File: config.mk
export PLATFORM = sky130hd
export DESIGN_NAME = mem_stage
export DESIGN_NICKNAME = d
export VERILOG_FILES = /design/src/rtl/mem_stage.sv
export SDC_FILE = /design/constraint.sdc
export NUM_CORES = 1
export LEC_CHECK = 0
export ABC_AREA = 1
export CAP_MARGIN = 20
export CORE_ASPECT_RATIO = 1.75
export CORE_MARGIN = 1
export CORE_UTILIZATION = 43
export DETAILED_ROUTE_END_ITERATION = 6
export MAX_ROUTING_LAYER = met4
export PLACE_DENSITY_LB_ADDON = 0.25
export SLEW_MARGIN = 0
export SYNTH_ARGS = -nofsm -noshare
export SYNTH_HDL_FRONTEND = slang
export SYNTH_SLANG_ARGS = --single-unit
File: constraint.sdc
create_clock -name clk -period 1.7 [get_ports clk]
set_input_delay 0.17 -clock clk [delete_from_list [all_inputs] [get_ports clk]]
set_output_delay 0.17 -clock clk [all_outputs]
set_load 0.02 [all_outputs]
File: src/rtl/mem_stage.sv
// EX/MEM pipeline register and data-memory access stage: captures the EX result,
// runs a req/ack bus access with byte-lane alignment and registers the MEM/WB result.
module mem_stage #(
  parameter int WORD = 32,
  parameter int REGW = 5
) (
  input  logic            clk,
  input  logic            rst,
  input  logic            validE,
  input  logic            flushM,
  input  logic [WORD-1:0] aluOutE,
  input  logic [WORD-1:0] writeDataE,
  input  logic [REGW-1:0] writeRegAddrE,
  input  logic            regWriteE,
  input  logic            memReadE,
  input  logic            memWriteE,
  input  logic [1:0]      memSizeE,
  input  logic            memSignedE,
  output logic            dReq,
  output logic            dWe,
  output logic [WORD-1:0] dAddr,
  output logic [3:0]      dBe,
  output logic [WORD-1:0] dWdata,
  input  logic            dAck,
  input  logic [WORD-1:0] dRdata,
  output logic            stallM,
  output logic [WORD-1:0] aluOutM,
  output logic [REGW-1:0] writeRegAddrM,
  output logic            regWriteM,
  output logic            memReadM,
  output logic [WORD-1:0] memOutM,
  output logic [REGW-1:0] writeRegAddrW,
  output logic            regWriteW,
  output logic            misalignW
);

  localparam logic [1:0] SZ_BYTE = 2'b00;
  localparam logic [1:0] SZ_HALF = 2'b01;

  typedef enum logic [1:0] {EMPTY, PASS, ACCESS} state_t;

  logic            validM;
  logic [WORD-1:0] writeDataM;
  logic            memWriteM;
  logic [1:0]      memSizeM;
  logic            memSignedM;
  state_t          state;
  logic            misalign;
  logic            retire;

  function automatic logic isMisaligned(input logic [1:0] size, input logic [1:0] lane);
    case (size)
      SZ_BYTE: return 1'b0;
      SZ_HALF: return lane[0];
      default: return lane != 2'b00;
    endcase
  endfunction

  function automatic logic [3:0] laneEnable(input logic [1:0] size, input logic [1:0] lane);
    case (size)
      SZ_BYTE: return 4'b0001 << lane;
      SZ_HALF: return lane[1] ? 4'b1100 : 4'b0011;
      default: return 4'b1111;
    endcase
  endfunction

  function automatic logic [WORD-1:0] laneData(input logic [1:0] size, input logic [WORD-1:0] wd);
    case (size)
      SZ_BYTE: return {4{wd[7:0]}};
      SZ_HALF: return {2{wd[15:0]}};
      default: return wd;
    endcase
  endfunction

  function automatic logic [WORD-1:0] loadExtract(input logic [1:0]      size,
                                                  input logic            sgn,
                                                  input logic [1:0]      lane,
                                                  input logic [WORD-1:0] rdata);
    logic        [7:0]      b;
    logic        [15:0]     h;
    logic signed [7:0]      sb;
    logic signed [15:0]     sh;
    logic signed [WORD-1:0] ext;
    b  = rdata[{lane, 3'b000} +: 8];
    h  = lane[1] ? rdata[31:16] : rdata[15:0];
    sb = signed'(b);
    sh = signed'(h);
    case (size)
      SZ_BYTE: ext = sgn ? WORD'(sb) : signed'(WORD'(b));
      SZ_HALF: ext = sgn ? WORD'(sh) : signed'(WORD'(h));
      default: ext = signed'(rdata);
    endcase
    return unsigned'(ext);
  endfunction

  // EX/M boundary: frozen while an access waits for its ack
  always_ff @(posedge clk) begin
    if (rst) begin
      validM        <= 1'b0;
      aluOutM       <= '0;
      writeDataM    <= '0;
      writeRegAddrM <= '0;
      regWriteM     <= 1'b0;
      memReadM      <= 1'b0;
      memWriteM     <= 1'b0;
      memSizeM      <= 2'b00;
      memSignedM    <= 1'b0;
    end else if (!stallM) begin
      aluOutM       <= aluOutE;
      writeDataM    <= writeDataE;
      writeRegAddrM <= writeRegAddrE;
      if (flushM || !validE) begin
        validM     <= 1'b0;
        regWriteM  <= 1'b0;
        memReadM   <= 1'b0;
        memWriteM  <= 1'b0;
        memSizeM   <= 2'b00;
        memSignedM <= 1'b0;
      end else begin
        validM     <= 1'b1;
        regWriteM  <= regWriteE;
        memReadM   <= memReadE;
        memWriteM  <= memWriteE;
        memSizeM   <= memSizeE;
        memSignedM <= memSignedE;
      end
    end
  end

  // The state is a pure decode of the M register; no separate state flop exists.
  always_comb begin
    misalign = (memReadM | memWriteM) & isMisaligned(memSizeM, aluOutM[1:0]);
    if (!validM)
      state = EMPTY;
    else if ((memReadM | memWriteM) && !misalign)
      state = ACCESS;
    else
      state = PASS;
  end

  always_comb begin
    dReq   = 1'b0;
    dWe    = 1'b0;
    dBe    = 4'b0000;
    dWdata = '0;
    stallM = 1'b0;
    retire = 1'b0;
    dAddr  = {aluOutM[WORD-1:2], 2'b00};
    case (state)
      ACCESS: begin
        dReq   = 1'b1;
        dWe    = memWriteM;
        dBe    = laneEnable(memSizeM, aluOutM[1:0]);
        dWdata = laneData(memSizeM, writeDataM);
        stallM = !dAck;
        retire = dAck;
      end
      PASS:    retire = 1'b1;
      default: ;
    endcase
  end

  // M/W boundary: a misaligned access retires without a register write
  always_ff @(posedge clk) begin
    if (rst) begin
      memOutM       <= '0;
      writeRegAddrW <= '0;
      regWriteW     <= 1'b0;
      misalignW     <= 1'b0;
    end else if (retire) begin
      writeRegAddrW <= writeRegAddrM;
      regWriteW     <= regWriteM & !misalign;
      misalignW     <= misalign;
      memOutM       <= (memReadM && !misalign)
                       ? loadExtract(memSizeM, memSignedM, aluOutM[1:0], dRdata)
                       : aluOutM;
    end else begin
      regWriteW <= 1'b0;
      misalignW <= 1'b0;
    end
  end

endmodule

==> results.json, run 1 <==
{
  "insertion_delay_ns": 0.41,
  "avgSynthCellArea_sq_um": 6.52,
  "leakagePower_nw": 4.15,
  "crit_type": "reg -> out",
  "drv_slew": 0,
  "areaGrowthSynthToFinish_pct": 58.6,
  "min_period_over_period_pct": 105,
  "dp_hpwl_um": 16000,
  "final-hold-violation-count": 0,
  "place.gp.congestion": 0.887,
  "max_cap_violations": 0,
  "period_needed_ns": 1.78,
  "synth_area_leaders": "dfxtp_1 (39%), nand2_1 (16%), a21oi_1 (9.4%), nor2_1 (8.8%), buf_4 (4.6%)",
  "grt_max_degree": 47,
  "io_buffers": 258,
  "setup_tns_ns": -1.26,
  "fin_worst_skew_ns": 0.00789,
  "yosysTopAreaCell": "dfxtp_1",
  "cts_buffers": 17,
  "instances_no_fill": 1335,
  "critPathCaptureType": "output port",
  "grt.overflow.total": 0,
  "initial_utilization_pct": 44.2,
  "finalSetupViolCount": 37,
  "drc": 0,
  "cts_htree_levels": 4,
  "status": "finished with violations",
  "drive_gt1_share_pct": 16.4,
  "drt_wl_total_um": 21900,
  "die_height_um": 157,
  "hp-class": "in -> reg",
  "antenna_found_initial": 0,
  "grt_first_pass_wirelength_um": 33300,
  "antenna_cells": 0,
  "utilization_pct": 70.0,
  "std_cell_rows": 56,
  "cts_tree": "yes",
  "clkSlewWorstSetupHoldPaths_ns": 0.05,
  "final_nets": 1260,
  "routedWlPerCell_um": 16.4,
  "die_width_um": 90.6,
  "cts_root_buffer": "clkbuf_16",
  "async_flop_share_pct": 0,
  "grt_use_total_pct": 31.6,
  "grt_pass1_vias": 6461,
  "dpl.cell_count": 1301,
  "drt_iter0_drc": 277,
  "final_antenna_net_count": 0,
  "worstPathMaxFanout": 5,
  "die_area_sq_um": 14200,
  "syn_inst": 906,
  "ys_seq_area_share_pct": 39.0,
  "rsz0062_at_grt": "yes",
  "core_sq_um": 13400,
  "yosysWarnings": 0,
  "setup_slack_ns": -0.0804,
  "critPathLaunchType": "flop",
  "critPathArrivalTime_ns": 1.61,
  "viasPerCell": 5.04,
  "synth-edff-count": 0,
  "synth_most_common_cell": "nand2_1",
  "vias": 6733,
  "cts_buffer_depth": 2,
  "violations": "setup timing",
  "synth_top_area_share_pct": 39.0,
  "synthTopCellsByCount": "nand2_1 (253), nor2_1 (138), dfxtp_1 (115), a21oi_1 (111), inv_1 (53)",
  "syn_area_sq_um": 5910,
  "ys_seq_elements": 115,
  "irDropWorstVdd_uv": 645,
  "synth_top_flop_cell": "dfxtp_1",
  "drt_pass1_iterations": 5,
  "power_density_nw_per_um2": 887,
  "fmax_mhz": 562,
  "required_ns": 1.53,
  "io_pins": 261,
  "synth_cell_types": 26,
  "clock_sinks": 115
}
[logic make-up after synthesis]
kind of cell	Yosys count	share of synthesized area [%]
compound gates	181	16.5
buf+inv	147	12.7
flops	115	39.0
other cells	1	0.0634
simple gates	462	31.8
[placed cells by master, fill, tap and decap left out, types with 3 or more instances in the layout]
master / netlist / layout
nand2_1: 253 / 248
clkdlybuf4s50_1: 0 / 216
nor2_1: 138 / 128
dfxtp_1: 115 / 112
a21oi_1: 111 / 110
buf_4: 36 / 65
inv_1: 53 / 51
nand3_1: 41 / 41
o21ai_0: 46 / 38
clkbuf_16: 0 / 17
a21oi_2: 15 / 16
nor2_2: 2 / 12
or2_2: 11 / 11
buf_12: 0 / 10
buf_2: 25 / 9
nand2_2: 4 / 8
o22ai_1: 8 / 8
or2_1: 7 / 7
o21ai_2: 0 / 6
bufinv_16: 0 / 6
inv_2: 5 / 5
inv_6: 0 / 4
buf_6: 4 / 4
nand2_4: 2 / 3
[registers in the layout, indices dropped and copies added (netlist names)]
register / flops
memOutM: 32
writeDataM: 32
regWriteW: 1
misalignW: 1
memReadM: 1
memSignedM: 1
aluOutM: 32
regWriteM: 1
writeRegAddrW: 5
memSizeM: 2
validM: 1
writeRegAddrM: 5
memWriteM: 1
[final cells by class]
type	count	area, sq um
tap	174	218
clock buffer	20	447
multi-input combinational	645	2930
clock inverter	12	226
inverter	59	234
timing repair inverter	1	8.76
fill	1172	4010
timing repair buffer	309	3000
sequential	115	2310
[critical path, stage by stage (launching register included)]
cell and delay, ns:
dfxtp_4 0.36, nand2_2 0.07, nand2_2 0.06, nand2_4 0.07
nand3_4 0.14, inv_6 0.13, o21ai_2 0.07, nor2_1 0.14
buf_4 0.16
[power breakdown]
part	switching [mW]	internal, mW
clock	1.29	2.80
combinational	0.637	0.646
sequential	0.108	2.83
[timing repair]
action,in CTS,in global routing
setup buffers,0,1
cloned,0,1
gates resized for setup,202,39
hold buffers,0,0
pin swaps,0,6
setup endpoints to repair,49,89
[path summary, 6_finish.rpt]
| check | cells past startpoint | start | end | slack [ns] |
|---|---|---|---|---|
| worst max-delay path | 8 | memSizeM[0]$_SDFFE_PP0N_ | dWdata[9] | -0.08 |
| worst min-delay path | 2 | rst | aluOutM[22]$_SDFFE_PP0N_ | 0.15 |
| worst max register to register | 8 | memSizeM[1]$_SDFFE_PP0N_ | memOutM[21]$_SDFFE_PP0P_ | 0.08 |
| worst min register to register | 2 | memOutM[3]$_SDFFE_PP0P_ | memOutM[3]$_SDFFE_PP0P_ | 0.47 |
[metrics by stage]
step	area, sq um	hold slack (ns)	power [mW]	setup WS, ns
2_1_floorplan	5910	0.313	3.59	0.0944
3_5_place_dp	8670	0.457	4.25	-0.140
4_1_cts	9280	0.137	8.33	-0.0780
5_1_grt	9370	0.140	8.61	-0.152
6_report	9370	0.150	8.31	-0.0804
3_3_place_gp	8670	0.455	4.24	-0.0884
[layer usage]
metal	vias up	GRT usage, %	wire [um]
met5	-	-	0
met4	0	18.4	1240
met3	66	5.65	1160
met2	284	58.3	11700
met1	3058	30.6	7800
li1	3325	-	-
(Power assumes the default switching activity.)
==> run 2, diff against run 1 <==
--- a/config.mk
+++ b/config.mk
@@ -9,7 +9,7 @@
 export CAP_MARGIN = 20
 export CORE_ASPECT_RATIO = 1.75
 export CORE_MARGIN = 1
-export CORE_UTILIZATION = 43
+export CORE_UTILIZATION = 46
 export DETAILED_ROUTE_END_ITERATION = 6
 export MAX_ROUTING_LAYER = met4
 export PLACE_DENSITY_LB_ADDON = 0.25
==> constraint.sdc (replaced) <==
create_clock -name clk -period 2.2 [get_ports clk]
set_input_delay 0.22 -clock clk [delete_from_list [all_inputs] [get_ports clk]]
set_output_delay 0.22 -clock clk [all_outputs]
set_load 0.02 [all_outputs]
==> results.json, run 2 (synthesis results as in run 1) <==
{
  "internal-power_mw": 4.60,
  "viasPerCell": 5.09,
  "die_height_um": 152,
  "min_path_cells": 2,
  "reg2regPathDepth": 10,
  "routedWlPerCell_um": 16.2,
  "antenna_found_initial": 1,
  "power_frac_seq_pct": 37.2,
  "p_switching_mw": 1.50,
  "place.gp.congestion": 0.965,
  "post_cts_buffers": 0,
  "timing.hold.ws_ns": 0.198,
  "switching_share_pct": 24.6,
  "critPathCaptureType": "output port",
  "pwr-share-clk_pct": 47.2,
  "drt_iter0_drc": 361,
  "fin_worst_skew_ns": 0.00743,
  "drive_gt1_share_pct": 8.33,
  "cts_root_buffer": "clkbuf_16",
  "finalSetupViolCount": 0,
  "tightest_slew_ns": 0.755,
  "min_period_over_period_pct": 93.8,
  "std_cell_rows": 54,
  "grt_first_pass_wirelength_um": 32400,
  "critPathLaunchType": "flop",
  "slowest_delay_ns": 0.36,
  "power_density_nw_per_um2": 681,
  "final-hold-violation-count": 0,
  "leakagePower_nw": 4.06,
  "grt.overflow.total": 0,
  "io_buffers": 258,
  "drv_slew": 0,
  "grt_use_total_pct": 32.9,
  "drc": 0,
  "hp-class": "in -> reg",
  "io_pins": 261,
  "cts_tree": "yes",
  "core_sq_um": 12500,
  "grt_max_degree": 76,
  "setup_tns_ns": 0,
  "insertion_delay_ns": 0.41,
  "crit_type": "reg -> out",
  "dp_hpwl_um": 15000,
  "final_cell_mix": "nand2_1 (253), clkdlybuf4s50_1 (218), nor2_1 (138), dfxtp_1 (115), a21oi_1 (111)",
  "worstPathMaxFanout": 16,
  "clock_sinks": 115,
  "drt_pass1_iterations": 5,
  "hold_buffers": 0,
  "instances_no_fill": 1297,
  "max_cap_violations": 0,
  "slowest_stage": "dlygate4sd2_1",
  "die_area_sq_um": 13300,
  "cts_buffer_depth": 2,
  "critPathArrivalTime_ns": 1.84,
  "clkSlewWorstSetupHoldPaths_ns": 0.05,
  "power_frac_comb_pct": 15.6,
  "cts_buffers": 17,
  "fmax_mhz": 484,
  "maxSlewHeadroom_pct": 49.6,
  "dpl.cell_count": 1266,
  "vias": 6605,
  "utilization_pct": 71.7,
  "areaGrowthSynthToFinish_pct": 51.6,
  "irDropWorstVdd_uv": 547,
  "grt_pass1_vias": 6379,
  "drt_wl_total_um": 21000,
  "period_needed_ns": 2.06,
  "path_cells": "inv_2, nand2_2, nand2_4, nand3_4, buf_4, nor2_1, dlygate4sd2_1",
  "die_width_um": 87.7,
  "final_nets": 1229,
  "initial_utilization_pct": 47.3,
  "final_antenna_net_count": 0,
  "layout_commonest_cell": "nand2_1",
  "required_ns": 1.98,
  "cts_htree_levels": 4,
  "status": "completed",
  "top_regs": "aluOutM: 32 flops, memOutM: 32 flops, writeDataM: 32 flops"
}
[run 2: cell count changes in the layout (fill, tap and decap cells not counted), sizes merged, moves of 2 or more]
cell           previous run  this run
dlymetal6s2s              0         4
dlygate4sd2               2        25
inv                      61        59
clkdlybuf4s15             1         8
clkbuf                   20        22
clkdlybuf4s50           216       218
buf                      90        22
bufinv                    6         4
[run 2: per-layer routing]
layer	track usage, %	routed length, um
met2	59.1	11500
met5	-	0
met4	14.1	707
met3	7.39	1390
met1	33.0	7420
[run 2: cell type report]
| type | count | area (sq um) |
|---|---|---|
| inverters | 59 | 224 |
| well taps | 168 | 210 |
| diodes | 1 | 2.50 |
| clock buffers | 20 | 457 |
| fillers | 1031 | 3540 |
| repair buffers | 279 | 2740 |
| flip-flops and latches | 115 | 2300 |
| multi-input cells | 645 | 2860 |
| clock inverters | 10 | 158 |
[run 2: power groups by stage]
stage | registers [mW] | clock network [mW] | logic (mW)
final | 2.27 | 2.88 | 0.949
after global placement | 2.31 | 0 | 0.935
after CTS | 2.27 | 2.91 | 0.950
after detailed placement | 2.31 | 0 | 0.945
after global routing | 2.28 | 3.03 | 1.02
after floorplan | 2.38 | 0 | 0.401
[run 2: path summary, 6_finish.rpt]
path | slack (ns) | endpoint | start
setup / recovery | 0.14 | dWe | aluOutM[1]$_SDFFE_PP0N_
hold / removal | 0.20 | aluOutM[29]$_SDFFE_PP0N_ | rst
setup reg to reg | 0.23 | writeDataM[26]$_SDFFE_PP0N_ | aluOutM[1]$_SDFFE_PP0N_
hold reg to reg | 0.46 | memOutM[14]$_SDFFE_PP0P_ | memOutM[14]$_SDFFE_PP0P_
[run 2: through the flow]
| step | power, mW | area [sq um] | setup WS, ns |
|---|---|---|---|
| floorplan | 2.78 | 5910 | 0.553 |
| global placement | 3.24 | 8370 | 0.288 |
| detailed placement | 3.26 | 8370 | 0.275 |
| CTS | 6.13 | 8940 | 0.0390 |
| global route | 6.33 | 8960 | -0.00563 |
| finish | 6.10 | 8960 | 0.136 |
[run 2: critical path: cells and delay by family (launching register included)]
kind	cells	cell delay, ns
flip-flops	1	0.31
buffers and inverters	3	0.69
AND/OR/NAND/NOR	4	0.42
[run 2: timing repair]
item	in CTS	in global routing
hold endpoints to repair	0	0
pin swaps	0	0
resized for setup	35	16
setup endpoints to repair	35	14
==> run 3, diff against run 2 <==
--- a/config.mk
+++ b/config.mk
@@ -9,7 +9,8 @@
 export CAP_MARGIN = 20
 export CORE_ASPECT_RATIO = 1.75
 export CORE_MARGIN = 1
-export CORE_UTILIZATION = 46
+export CORE_UTILIZATION = 35
+export CTS_BUF_LIST = sky130_fd_sc_hd__clkbuf_8
 export DETAILED_ROUTE_END_ITERATION = 6
 export MAX_ROUTING_LAYER = met4
 export PLACE_DENSITY_LB_ADDON = 0.25
==> results.json, run 3 (synthesis results as in run 1) <==
{
  "die_width_um": 100,
  "clkSlewWorstSetupHoldPaths_ns": 0.08,
  "maxSlewHeadroom_pct": 50.1,
  "io_buffers": 258,
  "fin_worst_skew_ns": 0.0147,
  "areaGrowthSynthToFinish_pct": 49.4,
  "min_period_over_period_pct": 94.4,
  "grt.overflow.total": 0,
  "post_cts_buffers": 0,
  "final-hold-violation-count": 0,
  "setup_tns_ns": 0,
  "layout_commonest_cell": "nand2_1",
  "power_frac_seq_pct": 42.6,
  "slowest_stage": "dfxtp_1",
  "viasPerCell": 4.78,
  "place.gp.congestion": 0.887,
  "drt_pass1_iterations": 5,
  "instances_no_fill": 1353,
  "antenna_found_initial": 1,
  "top_regs": "aluOutM: 32 flops, memOutM: 32 flops, writeDataM: 32 flops",
  "fmax_mhz": 481,
  "required_ns": 1.98,
  "dpl.cell_count": 1320,
  "power_frac_comb_pct": 17.8,
  "p_switching_mw": 1.48,
  "power_density_nw_per_um2": 602,
  "setup_slack_ns": 0.122,
  "crit_type": "reg -> out",
  "slowest_delay_ns": 0.36,
  "std_cell_rows": 62,
  "placed_cell_area_sq_um": 8450,
  "grt_use_total_pct": 25.9,
  "drive_gt1_share_pct": 8.87,
  "grt_pass1_vias": 6249,
  "pwr-share-clk_pct": 39.6,
  "path_cells": "nand2_1, nand2_1, nand2_4, nand3_4, inv_4, o21ai_0, nor2_1, clkdlybuf4s15_1",
  "drt_wl_total_um": 21800,
  "cts_htree_levels": 4,
  "drv_slew": 0,
  "pre_cts_slack_ns": 0.260,
  "max_cap_violations": 0,
  "final_nets": 1227,
  "insertion_delay_ns": 0.43,
  "initial_utilization_pct": 35.9,
  "period_needed_ns": 2.08,
  "switching_share_pct": 27.8,
  "irDropWorstVdd_uv": 305,
  "final_area_sq_um": 8830,
  "leakagePower_nw": 4.00,
  "final_antenna_net_count": 0,
  "critPathArrivalTime_ns": 1.86,
  "critical_path.top_delay_family": "simple AND/OR/NAND/NOR gates",
  "drt_iter0_drc": 216,
  "status": "completed",
  "drc": 0,
  "critPathLaunchType": "flop",
  "cts_tree": "yes",
  "die_area_sq_um": 17400,
  "cts_buffer_depth": 2,
  "grt_first_pass_wirelength_um": 33300,
  "clock_sinks": 115,
  "vias": 6463,
  "internal-power_mw": 3.84,
  "hp-class": "in -> reg",
  "core_sq_um": 16400,
  "num-fill-cells": 1699,
  "routedWlPerCell_um": 16.1,
  "final_cell_mix": "nand2_1 (253), clkdlybuf4s50_1 (218), nor2_1 (138), dfxtp_1 (115), a21oi_1 (111)",
  "critPathCaptureType": "output port",
  "cts_buffers": 17,
  "die_height_um": 174,
  "critPathBufInv": 2,
  "cp_common_cell": "nand2_1",
  "finalSetupViolCount": 0,
  "cts_root_buffer": "clkbuf_8",
  "tightest_slew_ns": 0.747,
  "dp_hpwl_um": 15700,
  "grt_max_degree": 92,
  "io_pins": 261,
  "worstPathMaxFanout": 10
}
## run 3: area by class of cell
class                           count  area, sq um  area share, %
Multi-Input combinational cell    645         2860           32.4
Timing Repair Buffer              277         2740           31.0
Sequential cell                   115         2300           26.1
Tap cell                          224          280           3.17
Clock buffer                       19          262           2.96
Inverter                           59          224           2.54
Clock inverter                     13          159           1.80
Antenna cell                        1         2.50         0.0283
## run 3: tightest hold or removal path: cells and delay by family
| kind | cells | cell delay [ns] |
|---|---|---|
| buf+inv | 2 | 0.32 |
| compound gates | 1 | 0.13 |
## run 3: worst paths after layout
path,from,end,slack (ns),cells past startpoint
worst max-delay path,memSizeM[0]$_SDFFE_PP0N_,dWdata[27],0.12,8
worst min-delay path,rst,aluOutM[29]$_SDFFE_PP0N_,0.29,3
worst max register to register,memSizeM[1]$_SDFFE_PP0N_,memOutM[2]$_SDFFE_PP0P_,0.47,10
worst min register to register,memOutM[5]$_SDFFE_PP0P_,memOutM[5]$_SDFFE_PP0P_,0.46,2
## run 3: stage by stage
stage	power [mW]	hold slack, ns	utilization (%)
floorplan	2.78	0.363	-
global placement	3.26	0.450	51.4
detailed placement	3.26	0.457	51.4
CTS	5.37	0.310	53.7
global route	5.56	0.304	53.7
finish	5.32	0.285	53.7
## run 3: power groups by stage
stage	Clock, mW	Sequential, mW	Combinational (mW)
floorplan	0	2.38	0.401
global placement	0	2.31	0.945
detailed placement	0	2.31	0.952
CTS	2.16	2.26	0.953
global route	2.26	2.28	1.02
finish	2.11	2.26	0.947
## run 3: metal layers
metal / global-route usage, % / up-vias / wire (um)
li1: - / 3261 / -
met1: 26.3 / 2944 / 7980
met2: 47.1 / 219 / 12100
met3: 4.18 / 39 / 992
met4: 12.4 / 0 / 751
met5: - / - / 0
## run 3: repair_timing
action                                  in CTS  in global routing
endpoints found under the setup margin      38                 23
resized for setup                           33                 29
hold buffers                                 0                  0
